[src/rtl/card_pixel_renderer_if.sv]
// card_pixel_renderer_if: request, ROM and pixel-output signals of the card renderer.
// Latency: none (wires only).
// Backpressure: none; the renderer accepts one pixel per cycle unconditionally.
// Ports: master = screen-region decoder / ROM / compositor side, slave = renderer.
interface card_pixel_renderer_if #(
  parameter int CARD_W     = 54,
  parameter int CARD_H     = 68,
  parameter int NUM_TYPES  = 4,
  parameter int NUM_GLYPHS = 10,
  parameter int GLYPH_W    = 22,
  parameter int GLYPH_H    = 40
);
  localparam int XW  = $clog2(CARD_W + 1);
  localparam int YW  = $clog2(CARD_H + 1);
  localparam int TW  = $clog2(NUM_TYPES);
  localparam int NW  = $clog2(NUM_GLYPHS + 1);
  localparam int BAW = $clog2(NUM_TYPES * CARD_W * CARD_H);
  localparam int GAW = $clog2(NUM_GLYPHS * GLYPH_W * GLYPH_H);

  // pixel request
  logic           pix_valid;
  logic [XW-1:0]  x_pos;
  logic [YW-1:0]  y_pos;
  logic [TW-1:0]  card_type;
  logic [NW-1:0]  card_num;
  logic           selected;
  logic           dimmed;
  logic           frame_start;
  // ROM ports
  logic [BAW-1:0] bg_addr;
  logic [23:0]    bg_data;
  logic [GAW-1:0] glyph_addr;
  logic [7:0]     glyph_data;
  // composed pixel
  logic           out_valid;
  logic [23:0]    out_data;

  modport master (
    output pix_valid, x_pos, y_pos, card_type, card_num, selected, dimmed,
           frame_start, bg_data, glyph_data,
    input  bg_addr, glyph_addr, out_valid, out_data
  );

  modport slave (
    input  pix_valid, x_pos, y_pos, card_type, card_num, selected, dimmed,
           frame_start, bg_data, glyph_data,
    output bg_addr, glyph_addr, out_valid, out_data
  );
endinterface

[src/rtl/card_pixel_renderer.sv]
// card_pixel_renderer: per-pixel card renderer (background + glyph overlay + dim + flashing border).
// Latency: pix_valid at cycle t -> out_valid at t+MEM_LAT+1; ROM addresses are combinational.
// Backpressure: none, 1 pixel/cycle, never stalls.
// Ports: vga_clk, rst_n (async active-low), bus (slave modport: request, ROM addr/data, pixel out).
module card_pixel_renderer #(
  parameter int          CARD_W           = 54,
  parameter int          CARD_H           = 68,
  parameter int          NUM_TYPES        = 4,
  parameter int          GLYPH_W          = 22,
  parameter int          GLYPH_H          = 40,
  parameter int          GLYPH_X0         = 16,
  parameter int          GLYPH_Y0         = 0,
  parameter int          NUM_GLYPHS       = 10,
  parameter int          OVERLAY_TYPE_MAX = 2,
  parameter int          MEM_LAT          = 2,
  parameter int          BORDER           = 2,
  parameter logic [23:0] HL_COLOR         = 24'hFFD700,
  parameter logic [23:0] KEY_COLOR        = 24'hFF00FF,
  parameter int          FLASH_FRAMES     = 30
) (
  input  logic              vga_clk,
  input  logic              rst_n,
  card_pixel_renderer_if.slave bus
);
  localparam int BAW = $clog2(NUM_TYPES * CARD_W * CARD_H);
  localparam int GAW = $clog2(NUM_GLYPHS * GLYPH_W * GLYPH_H);
  localparam int FCW = (FLASH_FRAMES > 1) ? $clog2(FLASH_FRAMES) : 1;

  // side-band carried alongside the ROM read
  typedef struct packed {
    logic vld;
    logic in_card;
    logic in_glyph;
    logic border;
    logic sel;
    logic dim;
  } sb_t;

  // ---------------------------------------------------------------------------
  // request stage: address generation and side-band classification
  // ---------------------------------------------------------------------------
  int   xi, yi, ti, ni;
  int   bg_full, gl_full;
  logic in_card, in_glyph, border;
  sb_t  sb_in;

  always_comb begin
    // widen to int so all arithmetic happens before truncation
    xi = int'(bus.x_pos);
    yi = int'(bus.y_pos);
    ti = int'(bus.card_type);
    ni = int'(bus.card_num);

    in_card  = (xi < CARD_W) && (yi < CARD_H);
    in_glyph = in_card &&
               (xi >= GLYPH_X0) && (xi < GLYPH_X0 + GLYPH_W) &&
               (yi >= GLYPH_Y0) && (yi < GLYPH_Y0 + GLYPH_H) &&
               (ni < NUM_GLYPHS) && (ti <= OVERLAY_TYPE_MAX);
    border   = (xi < BORDER) || (xi >= CARD_W - BORDER) ||
               (yi < BORDER) || (yi >= CARD_H - BORDER);

    bg_full = 0;
    if (bus.pix_valid && in_card)
      bg_full = ti * CARD_W * CARD_H + yi * CARD_W + xi;

    // offsets are only formed inside the glyph window, so they are never negative
    gl_full = 0;
    if (in_glyph)
      gl_full = ni * GLYPH_W * GLYPH_H + (yi - GLYPH_Y0) * GLYPH_W + (xi - GLYPH_X0);

    sb_in.vld      = bus.pix_valid;
    sb_in.in_card  = in_card;
    sb_in.in_glyph = in_glyph;
    sb_in.border   = border;
    sb_in.sel      = bus.selected;
    sb_in.dim      = bus.dimmed;
  end

  assign bus.bg_addr    = BAW'(bg_full);
  assign bus.glyph_addr = GAW'(gl_full);

  // ---------------------------------------------------------------------------
  // side-band delay line, aligned with the ROM read latency
  // ---------------------------------------------------------------------------
  sb_t sb_pipe [MEM_LAT];

  always_ff @(posedge vga_clk or negedge rst_n) begin
    if (!rst_n) begin
      for (int i = 0; i < MEM_LAT; i++) sb_pipe[i] <= '0;
    end else begin
      sb_pipe[0] <= sb_in;
      for (int i = 1; i < MEM_LAT; i++) sb_pipe[i] <= sb_pipe[i-1];
    end
  end

  // ---------------------------------------------------------------------------
  // flash sequencer
  // ---------------------------------------------------------------------------
  logic [FCW-1:0] fc;
  logic           flash_on;

  always_ff @(posedge vga_clk or negedge rst_n) begin
    if (!rst_n) begin
      fc       <= '0;
      flash_on <= 1'b1;
    end else if (bus.frame_start) begin
      if (fc == FCW'(FLASH_FRAMES - 1)) begin
        fc       <= '0;
        flash_on <= ~flash_on;
      end else begin
        fc <= fc + FCW'(1);
      end
    end
  end

  // ---------------------------------------------------------------------------
  // compose stage: only delayed side-band and the ROM data are looked at here
  // ---------------------------------------------------------------------------
  function automatic logic [7:0] sat_add(input logic [7:0] a, input logic [7:0] b);
    logic [8:0] sum;
    sum = {1'b0, a} + {1'b0, b};
    return sum[8] ? 8'hFF : sum[7:0];
  endfunction

  sb_t         sb_d;
  logic [23:0] shade;
  logic [23:0] pix;

  always_comb begin
    sb_d  = sb_pipe[MEM_LAT-1];
    shade = bus.bg_data;
    if (sb_d.in_glyph && (bus.glyph_data != 8'h00))
      shade = {sat_add(bus.bg_data[23:16], bus.glyph_data),
               sat_add(bus.bg_data[15:8],  bus.glyph_data),
               sat_add(bus.bg_data[7:0],   bus.glyph_data)};
    // per-channel halve: the LSB of each channel must not leak into its neighbour
    if (sb_d.dim)
      shade = {1'b0, shade[23:17], 1'b0, shade[15:9], 1'b0, shade[7:1]};

    if (sb_d.sel && sb_d.border && flash_on)
      pix = HL_COLOR;
    else
      pix = shade;

    if (!sb_d.in_card)
      pix = KEY_COLOR;
  end

  logic        out_valid_q;
  logic [23:0] out_data_q;

  always_ff @(posedge vga_clk or negedge rst_n) begin
    if (!rst_n) begin
      out_valid_q <= 1'b0;
      out_data_q  <= 24'h0;
    end else begin
      out_valid_q <= sb_d.vld;
      if (sb_d.vld) out_data_q <= pix;
    end
  end

  assign bus.out_valid = out_valid_q;
  assign bus.out_data  = out_data_q;

endmodule

[src/flat_wrapper.sv]
// flat-port wrapper written by rule: the top's interface ports become plain ports
module card_pixel_renderer_flat 
#(
  parameter int          CARD_W           = 54,
  parameter int          CARD_H           = 68,
  parameter int          NUM_TYPES        = 4,
  parameter int          GLYPH_W          = 22,
  parameter int          GLYPH_H          = 40,
  parameter int          GLYPH_X0         = 16,
  parameter int          GLYPH_Y0         = 0,
  parameter int          NUM_GLYPHS       = 10,
  parameter int          OVERLAY_TYPE_MAX = 2,
  parameter int          MEM_LAT          = 2,
  parameter int          BORDER           = 2,
  parameter logic [23:0] HL_COLOR         = 24'hFFD700,
  parameter logic [23:0] KEY_COLOR        = 24'hFF00FF,
  parameter int          FLASH_FRAMES     = 30
)
  (vga_clk, rst_n, bus_pix_valid, bus_x_pos, bus_y_pos, bus_card_type, bus_card_num, bus_selected, bus_dimmed, bus_frame_start, bus_bg_data, bus_glyph_data, bus_bg_addr, bus_glyph_addr, bus_out_valid, bus_out_data);
  card_pixel_renderer_if #(.CARD_W(CARD_W), .CARD_H(CARD_H), .NUM_TYPES(NUM_TYPES), .NUM_GLYPHS(NUM_GLYPHS), .GLYPH_W(GLYPH_W), .GLYPH_H(GLYPH_H)) bus_i ();
  input  logic vga_clk;
  input  logic rst_n;
  input wire logic [$bits(bus_i.pix_valid)-1:0] bus_pix_valid;
  input wire logic [$bits(bus_i.x_pos)-1:0] bus_x_pos;
  input wire logic [$bits(bus_i.y_pos)-1:0] bus_y_pos;
  input wire logic [$bits(bus_i.card_type)-1:0] bus_card_type;
  input wire logic [$bits(bus_i.card_num)-1:0] bus_card_num;
  input wire logic [$bits(bus_i.selected)-1:0] bus_selected;
  input wire logic [$bits(bus_i.dimmed)-1:0] bus_dimmed;
  input wire logic [$bits(bus_i.frame_start)-1:0] bus_frame_start;
  input wire logic [$bits(bus_i.bg_data)-1:0] bus_bg_data;
  input wire logic [$bits(bus_i.glyph_data)-1:0] bus_glyph_data;
  output wire logic [$bits(bus_i.bg_addr)-1:0] bus_bg_addr;
  output wire logic [$bits(bus_i.glyph_addr)-1:0] bus_glyph_addr;
  output wire logic [$bits(bus_i.out_valid)-1:0] bus_out_valid;
  output wire logic [$bits(bus_i.out_data)-1:0] bus_out_data;
  assign bus_i.pix_valid = bus_pix_valid;
  assign bus_i.x_pos = bus_x_pos;
  assign bus_i.y_pos = bus_y_pos;
  assign bus_i.card_type = bus_card_type;
  assign bus_i.card_num = bus_card_num;
  assign bus_i.selected = bus_selected;
  assign bus_i.dimmed = bus_dimmed;
  assign bus_i.frame_start = bus_frame_start;
  assign bus_i.bg_data = bus_bg_data;
  assign bus_i.glyph_data = bus_glyph_data;
  assign bus_bg_addr = bus_i.bg_addr;
  assign bus_glyph_addr = bus_i.glyph_addr;
  assign bus_out_valid = bus_i.out_valid;
  assign bus_out_data = bus_i.out_data;
  card_pixel_renderer #(.CARD_W(CARD_W), .CARD_H(CARD_H), .NUM_TYPES(NUM_TYPES), .GLYPH_W(GLYPH_W), .GLYPH_H(GLYPH_H), .GLYPH_X0(GLYPH_X0), .GLYPH_Y0(GLYPH_Y0), .NUM_GLYPHS(NUM_GLYPHS), .OVERLAY_TYPE_MAX(OVERLAY_TYPE_MAX), .MEM_LAT(MEM_LAT), .BORDER(BORDER), .HL_COLOR(HL_COLOR), .KEY_COLOR(KEY_COLOR), .FLASH_FRAMES(FLASH_FRAMES)) u_core (.vga_clk(vga_clk), .rst_n(rst_n), .bus(bus_i));
endmodule
[config.mk]
export PLATFORM = sky130hd
export DESIGN_NAME = card_pixel_renderer_flat
export DESIGN_NICKNAME = d
export VERILOG_FILES = /design/src/rtl/card_pixel_renderer_if.sv /design/src/rtl/card_pixel_renderer.sv /design/src/flat_wrapper.sv
export SDC_FILE = /design/constraint.sdc
export NUM_CORES = 1
export LEC_CHECK = 0
export BUFFER_PORTS_ARGS = -buffer_cell sky130_fd_sc_hd__buf_4
export CELL_PAD_IN_SITES_DETAIL_PLACEMENT = 1
export CELL_PAD_IN_SITES_GLOBAL_PLACEMENT = 2
export CORE_UTILIZATION = 32
export CTS_BUF_LIST = sky130_fd_sc_hd__clkbuf_4
export DETAILED_ROUTE_END_ITERATION = 8
export GPL_TIMING_DRIVEN = 0
export MAX_ROUTING_LAYER = met4
export PLACE_DENSITY = 0.8
export RECOVER_POWER = 50
export SLEW_MARGIN = 20
export SYNTH_ARGS = -nofsm -noshare
export SYNTH_HDL_FRONTEND = slang
export SYNTH_SLANG_ARGS = --single-unit
[constraint.sdc]
create_clock -name vga_clk -period 4.7 [get_ports vga_clk]
set_clock_uncertainty 0.2 [all_clocks]
set_input_delay 0.235 -clock vga_clk [delete_from_list [all_inputs] [get_ports vga_clk]]
set_output_delay 0.235 -clock vga_clk [all_outputs]
set_load 0.01 [all_outputs]
* After elaboration in Yosys (flattened, before gate mapping) *
Index checks and enable logic that the tools add are counted.

operators by class
  add/sub/neg operators = 9
  multipliers = 6
  magnitude comparators = 11
  eq/ne operators = 1
  muxes and demuxes = 10
  bitwise operators = 1
  reductions and logical operators = 15

operators by type and width
  kind                     number
  $mux W24                 4
  $add A14 B14 Y14         3
  $mul A31 B4 Y10 const B  1
  $mux W14                 2
  $add A8 B8 Y9            3
  $mux W8                  3
  $add A14 B7 Y14          1
  $lt A6 B6 Y1 const B     2
  $mul A7 B5 Y12 const B   1
  $mul A7 B4 Y11 const B   1
  $mul A7 B5 Y11 const B   1
  $logic_and A1 B1 Y1      10
  $mul A4 B4 Y8 const B    1
  $reduce_bool A8 Y1       1
  $ge A7 B7 Y1 const B     1
  $lt A7 B2 Y1 const B     1
  $lt A7 B6 Y1 const B     1
  $lt A7 B7 Y1 const B     1
  $mul A2 B5 Y7 const B    1
  $sub A6 B5 Y7 const B    1
  $ge A6 B5 Y1 const B     1
  $ge A6 B6 Y1 const B     1
  $lt A6 B2 Y1 const B     1
  $add A5 B1 Y5 const B    1
  other kinds (7)          9

storage, ports and cells
  flip-flop bits (word level) = 43
  input port bits = 57
  output and inout bits = 53
  logic and storage cells = 69

* Logic depth before layout (Yosys ltp) *
  depth after elaboration = 8
  depth in mapped cells = 20
  mapped depth without buffers = 20

* Worst setup path after synthesis *
Ideal clock, no wire load.

  path type = in2out
  start point = in bus_card_num[0]
  end point = out bus_glyph_addr[12]
  arrival time = 4.297 ns
  required time = 4.265 ns
  slack = -0.032 ns
  cell stages on the path = 16
  buffers on the path = 0
  cells stage by stage = ha_1 > ha_1 > fa_1 > xnor2_1 > xnor2_1 > fa_1 > a21o_1 > a21oi_1 > xor2_1 > fa_1 > inv_1 > ha_1 > a21o_1 > a31o_2 > o31ai_1 > mux2i_1

on the way
  longest elaborated chain between the ends = 5
  elaborated cells between the ends (all ways) = 8
  those cells by class = 2 x add/sub; 2 x mul; 1 x order compare; 1 x mux; 2 x reduce/logical

ends and longest elaborated chain
  what                           line                       text
  from (decl)                    flat_wrapper.sv:27         input wire logic [$bits(bus_i.card_num)-1:0] bus_card_num;
  $mul A4 B4 Y8                  card_pixel_renderer.sv:69  gl_full = ni * GLYPH_W * GLYPH_H + (yi - GLYPH_Y0) * GLYPH_W + (xi - GLYPH_X0);
  $mul A31 B4 Y10                card_pixel_renderer.sv:69
  $add A14 B14 Y14 (2 in a row)  card_pixel_renderer.sv:69
  $mux W14 *                     card_pixel_renderer.sv:68  if (in_glyph)
  to (decl)                      flat_wrapper.sv:34         output wire logic [$bits(bus_i.glyph_addr)-1:0] bus_glyph_addr;

Every way passes the cells marked *; elsewhere a longest branch is shown, timed or not.

* Worst setup path in the final report *
  start point = in bus_card_num[2]
  end point = out bus_glyph_addr[12]

The elaborated chain is that of the path after synthesis.

==> impl_metrics.csv <==
group,metric,value,unit
clocking,clk_latency,360,ps
global_routing,antenna_violations_before_repair,0,
detailed_routing,route.antenna.remaining_nets,0,
synth,syn-mean-instance-area,8.470,um2
global_routing,first_global_vias,6650,
cells_and_area,layout.area.seq,1077,um2
detailed_routing,route.vias.total,6325,
clocking,clock_path_buffers,2,
die,fp.dieH,147.0,um
clocking,clkSlewWorstSetupHoldPaths,140,ps
setup_path,reg2reg_depth,5,
die,dieWidth,147.0,um
cells_and_area,share_of_post_route_cells_with_drive_strength_above_1,0.2314,
die,dieArea,21600,um2
pwr,power.total,3.918,mW
pwr,power_per_cell_area,454.1,nW/um2
placement,post-place-ws,-613.9,ps
min_path,timing.hold.worst_endpoint,"u_core.bus.out_data[16]$_DFFE_PN0P_",
clocking,cts-buffers-inserted,5,
sta,maxClockFrequency,0.2030,GHz
synth,proportion_of_synthesized_flip_flops_having_asynchronous_set_or_reset,1.000,
run_status,outcome,"finished, violations left",
sta,hold_violations,0,
min_path,hp-class,"primary input to flip-flop",
setup_path,rrSetupSlack,2600,ps
sta,setup_repair_after_global_routing_missed_its_margin,"yes",
global_routing,grt.total_usage,0.2074,
setup_path,critical_path_rt,4260,ps
synth,dominantRegCellSynth,"dfrtp_1",
cells_and_area,postLayoutCoreUtil,0.4223,
cells_and_area,combined_area_of_the_multi_input_logic_cells,5767,um2
detailed_routing,route.final.wire_length,21.99,mm
synth,yosys_register_bits,43,
detailed_routing,vias_per_cell,5.275,
die,fp.coreArea,20430,um2
setup_path,crit-reg2reg-capture,"u_core.bus.out_data[11]$_DFFE_PN0P_",
sta,fin_crit_share,1.048,
job,max_cap_viol_count,1,
sta,finalWorstPathRequiredPeriod,4925,ps
detailed_routing,dr.first_iter.drc_count,187,
synth,number_of_synthesized_flops_with_an_enable_pin,0,
synth,synth_fp_nets,1011,
setup_path,cp-start-kind,"primary input",
placement,post-dp-hpwl,17.54,mm
die,floorplan.initialDensity,0.3292,
run_status,violations_in_the_final_reports,"capacitance limit, slew limit, setup timing",
placement,port-buffer-count,108,
detailed_routing,firstDrtPassIters,4,
cells_and_area,syn_to_final_growth,28.30,%
sta,slew_viol_final,44,
clocking,clock-sinks,43,
die,rows,52,
cells_and_area,fillerInstances,2427,
setup_path,critical_path.startpoint,"bus_card_num[2]",
global_routing,wire_length_of_the_first_global_routing_pass,34.79,mm
synth,yosys_warnings,0,
detailed_routing,detail_route.drc_violations,0,
pwr,power_leakage,3.986,nW
global_routing,grt_start_max_net_pins,44,
setup_path,cp_max_fo,3,
setup_path,worst-setup-path-type,"primary input to primary output",
setup_path,timing.critical_path.arrival,4490,ps
sta,max_slew_margin,-0.6402,
setup_path,worst_r2r_startpoint,"u_core.sb_d[5]$_DFF_PN0_",
die,io_pins,110,
min_path,whs_path_depth,3,
pwr,power.ir.vdd_worst,0.3136,mV
synth,synth_area_leader_cell,"ha_1",
sta,finalWorstSetupSlack,-225.2,ps
synth,netlist_top_cells_area,"ha_1, dfrtp_1, fa_1, inv_1, nor2_1",
cells_and_area,insertedDiodeCount,0,
placement,place_congestion,0.9052,
clocking,cts-htree-levels,2,
sta,finalHoldWorstSlack,24.54,ps
sta,finalSetupViolations,3,
setup_path,critPathCaptureType,"primary output",
detailed_routing,routedWlPerCell,18.34,um
cells_and_area,fin_nets,1145,
synth,netlist_area,6725,um2
sta,worstMarginPinSlew,2460,ps
global_routing,overflow_left_after_global_routing,0,
synth,post_synth_inst_count,794,
synth,ys_seq_area_frac,0.1602,
synth,post-synth-top-area-fraction,0.2456,
min_path,hp-start,"bus_bg_data[17]",
synth,synth.lib_cells_used.distinct,74,
clocking,tritoncts,"yes",
clocking,cts-root-buf,"clkbuf_4",
==> cell usage in the layout, fill, tap and decap left out, drive strengths merged, types with 12 or more instances in the layout <==
cell type	count
clkbuf	31
nor2b	14
xnor2	23
a21oi	44
nand2	48
ha	132
dfrtp	42
o21a	13
a21o	23
nand3	12
inv	88
xor2	17
fa	28
nor2	75
nor3	15
o21ai	41
a31oi	12
a211oi	14
buf	113
==> through the flow <==
step,cell area [um2],cells,setup TNS (ps)
global route,8628,1199,-1197
finish,8628,1199,-427.4
global placement,7885,1172,-2939
CTS,8429,1194,-288.5
detailed placement,7885,1172,-3282
floorplan,6736,794,0
==> synth_stat cells (all sizes together), types with 4 or more instances <==
master,number
a31oi,12
or2,5
nor3b,5
nand2,48
o21a,13
nor2b,14
o21bai,5
nand4,4
nor2,75
o32a,5
clkbuf,9
fa,28
o211ai,9
o22ai,9
o21ai,41
o31ai,4
nand2b,11
or4,5
buf,6
xnor2,23
and2,4
a21o,23
dfrtp,42
a211oi,14
or3,5
nand3,12
and3,4
nor3,15
xor2,17
a21oi,44
ha,132
inv,88
a311oi,4
==> critical path, cell delays in order <==
cell and delay, ps:
buf_8 110, ha_4 270, ha_4 210, fa_1 530
ha_1 330, ha_2 190, fa_2 360, a21o_1 230
a21oi_4 190, xor2_2 170, fa_1 440, inv_2 90
ha_4 210, a21o_1 200, a31o_4 230, o31ai_4 60
mux2i_2 290, buf_4 160
==> logic make-up (layout without fill, tap and decap cells) <==
kind of cell    count (synthesis)  after routing  share of synthesized area
compound gates                226            226                     0.2313
mux                             5              5                   0.007814
flops                          43             43                     0.1602
simple gates                  217            217                     0.1570
xor+xnor                       40             40                    0.05209
fa+ha+maj                     160            160                     0.3289
buf+inv                       103            238                    0.06270
==> state kept, by name, indices dropped and copies added (netlist names) <==
signal and cells:
u_core.bus.out_data 24, u_core.sb_d 6, u_core.sb_pipe 6, u_core.fc 5, u_core.bus.out_valid 1, u_core.flash_on 1
==> per-layer routing <==
metal | wire length, um | global-route usage | vias up
met5 | 0 | - | -
met4 | 263 | 0.03814 | 0
met3 | 571 | 0.01149 | 15
met1 | 10070 | 0.2668 | 3066
met2 | 11090 | 0.3616 | 105
li1 | - | - | 3139
==> worst max path at each step <==
stage,endpoint,slack (ps),cells past startpoint
5_1_grt,bus_glyph_addr[12],-350,18
3_5_place_dp,bus_glyph_addr[12],-610,17
2_1_floorplan,bus_glyph_addr[12],6,16
6_report,bus_glyph_addr[12],-230,18
4_1_cts,bus_glyph_addr[12],-180,18
3_3_place_gp,bus_glyph_addr[12],-580,17
==> timing repair <==
action	CTS	global route
pin swaps	49	39
setup buffers	10	5
endpoints found under the setup margin	10	8
endpoints found under the hold margin	45	0
hold buffers	4	0
gates resized for setup	65	40
==> power breakdown <==
part	switching, mW	leakage (nW)	internal, mW
Combinational	1.66	3.46	1.59
Sequential	0.0492	0.491	0.432
Clock	0.130	0.0317	0.0638
Total	1.84	3.99	2.08
==> area by class of cell <==
class,count,share of cell area
plain buffers,15,0.01059
repair buffers,127,0.1115
inverters,88,0.03886
clock inverters,2,0.001450
clock buffers,6,0.005220
well taps,270,0.03915
multi-input cells,648,0.6684
flip-flops and latches,43,0.1249
Power figures use the tool's default switching activity.
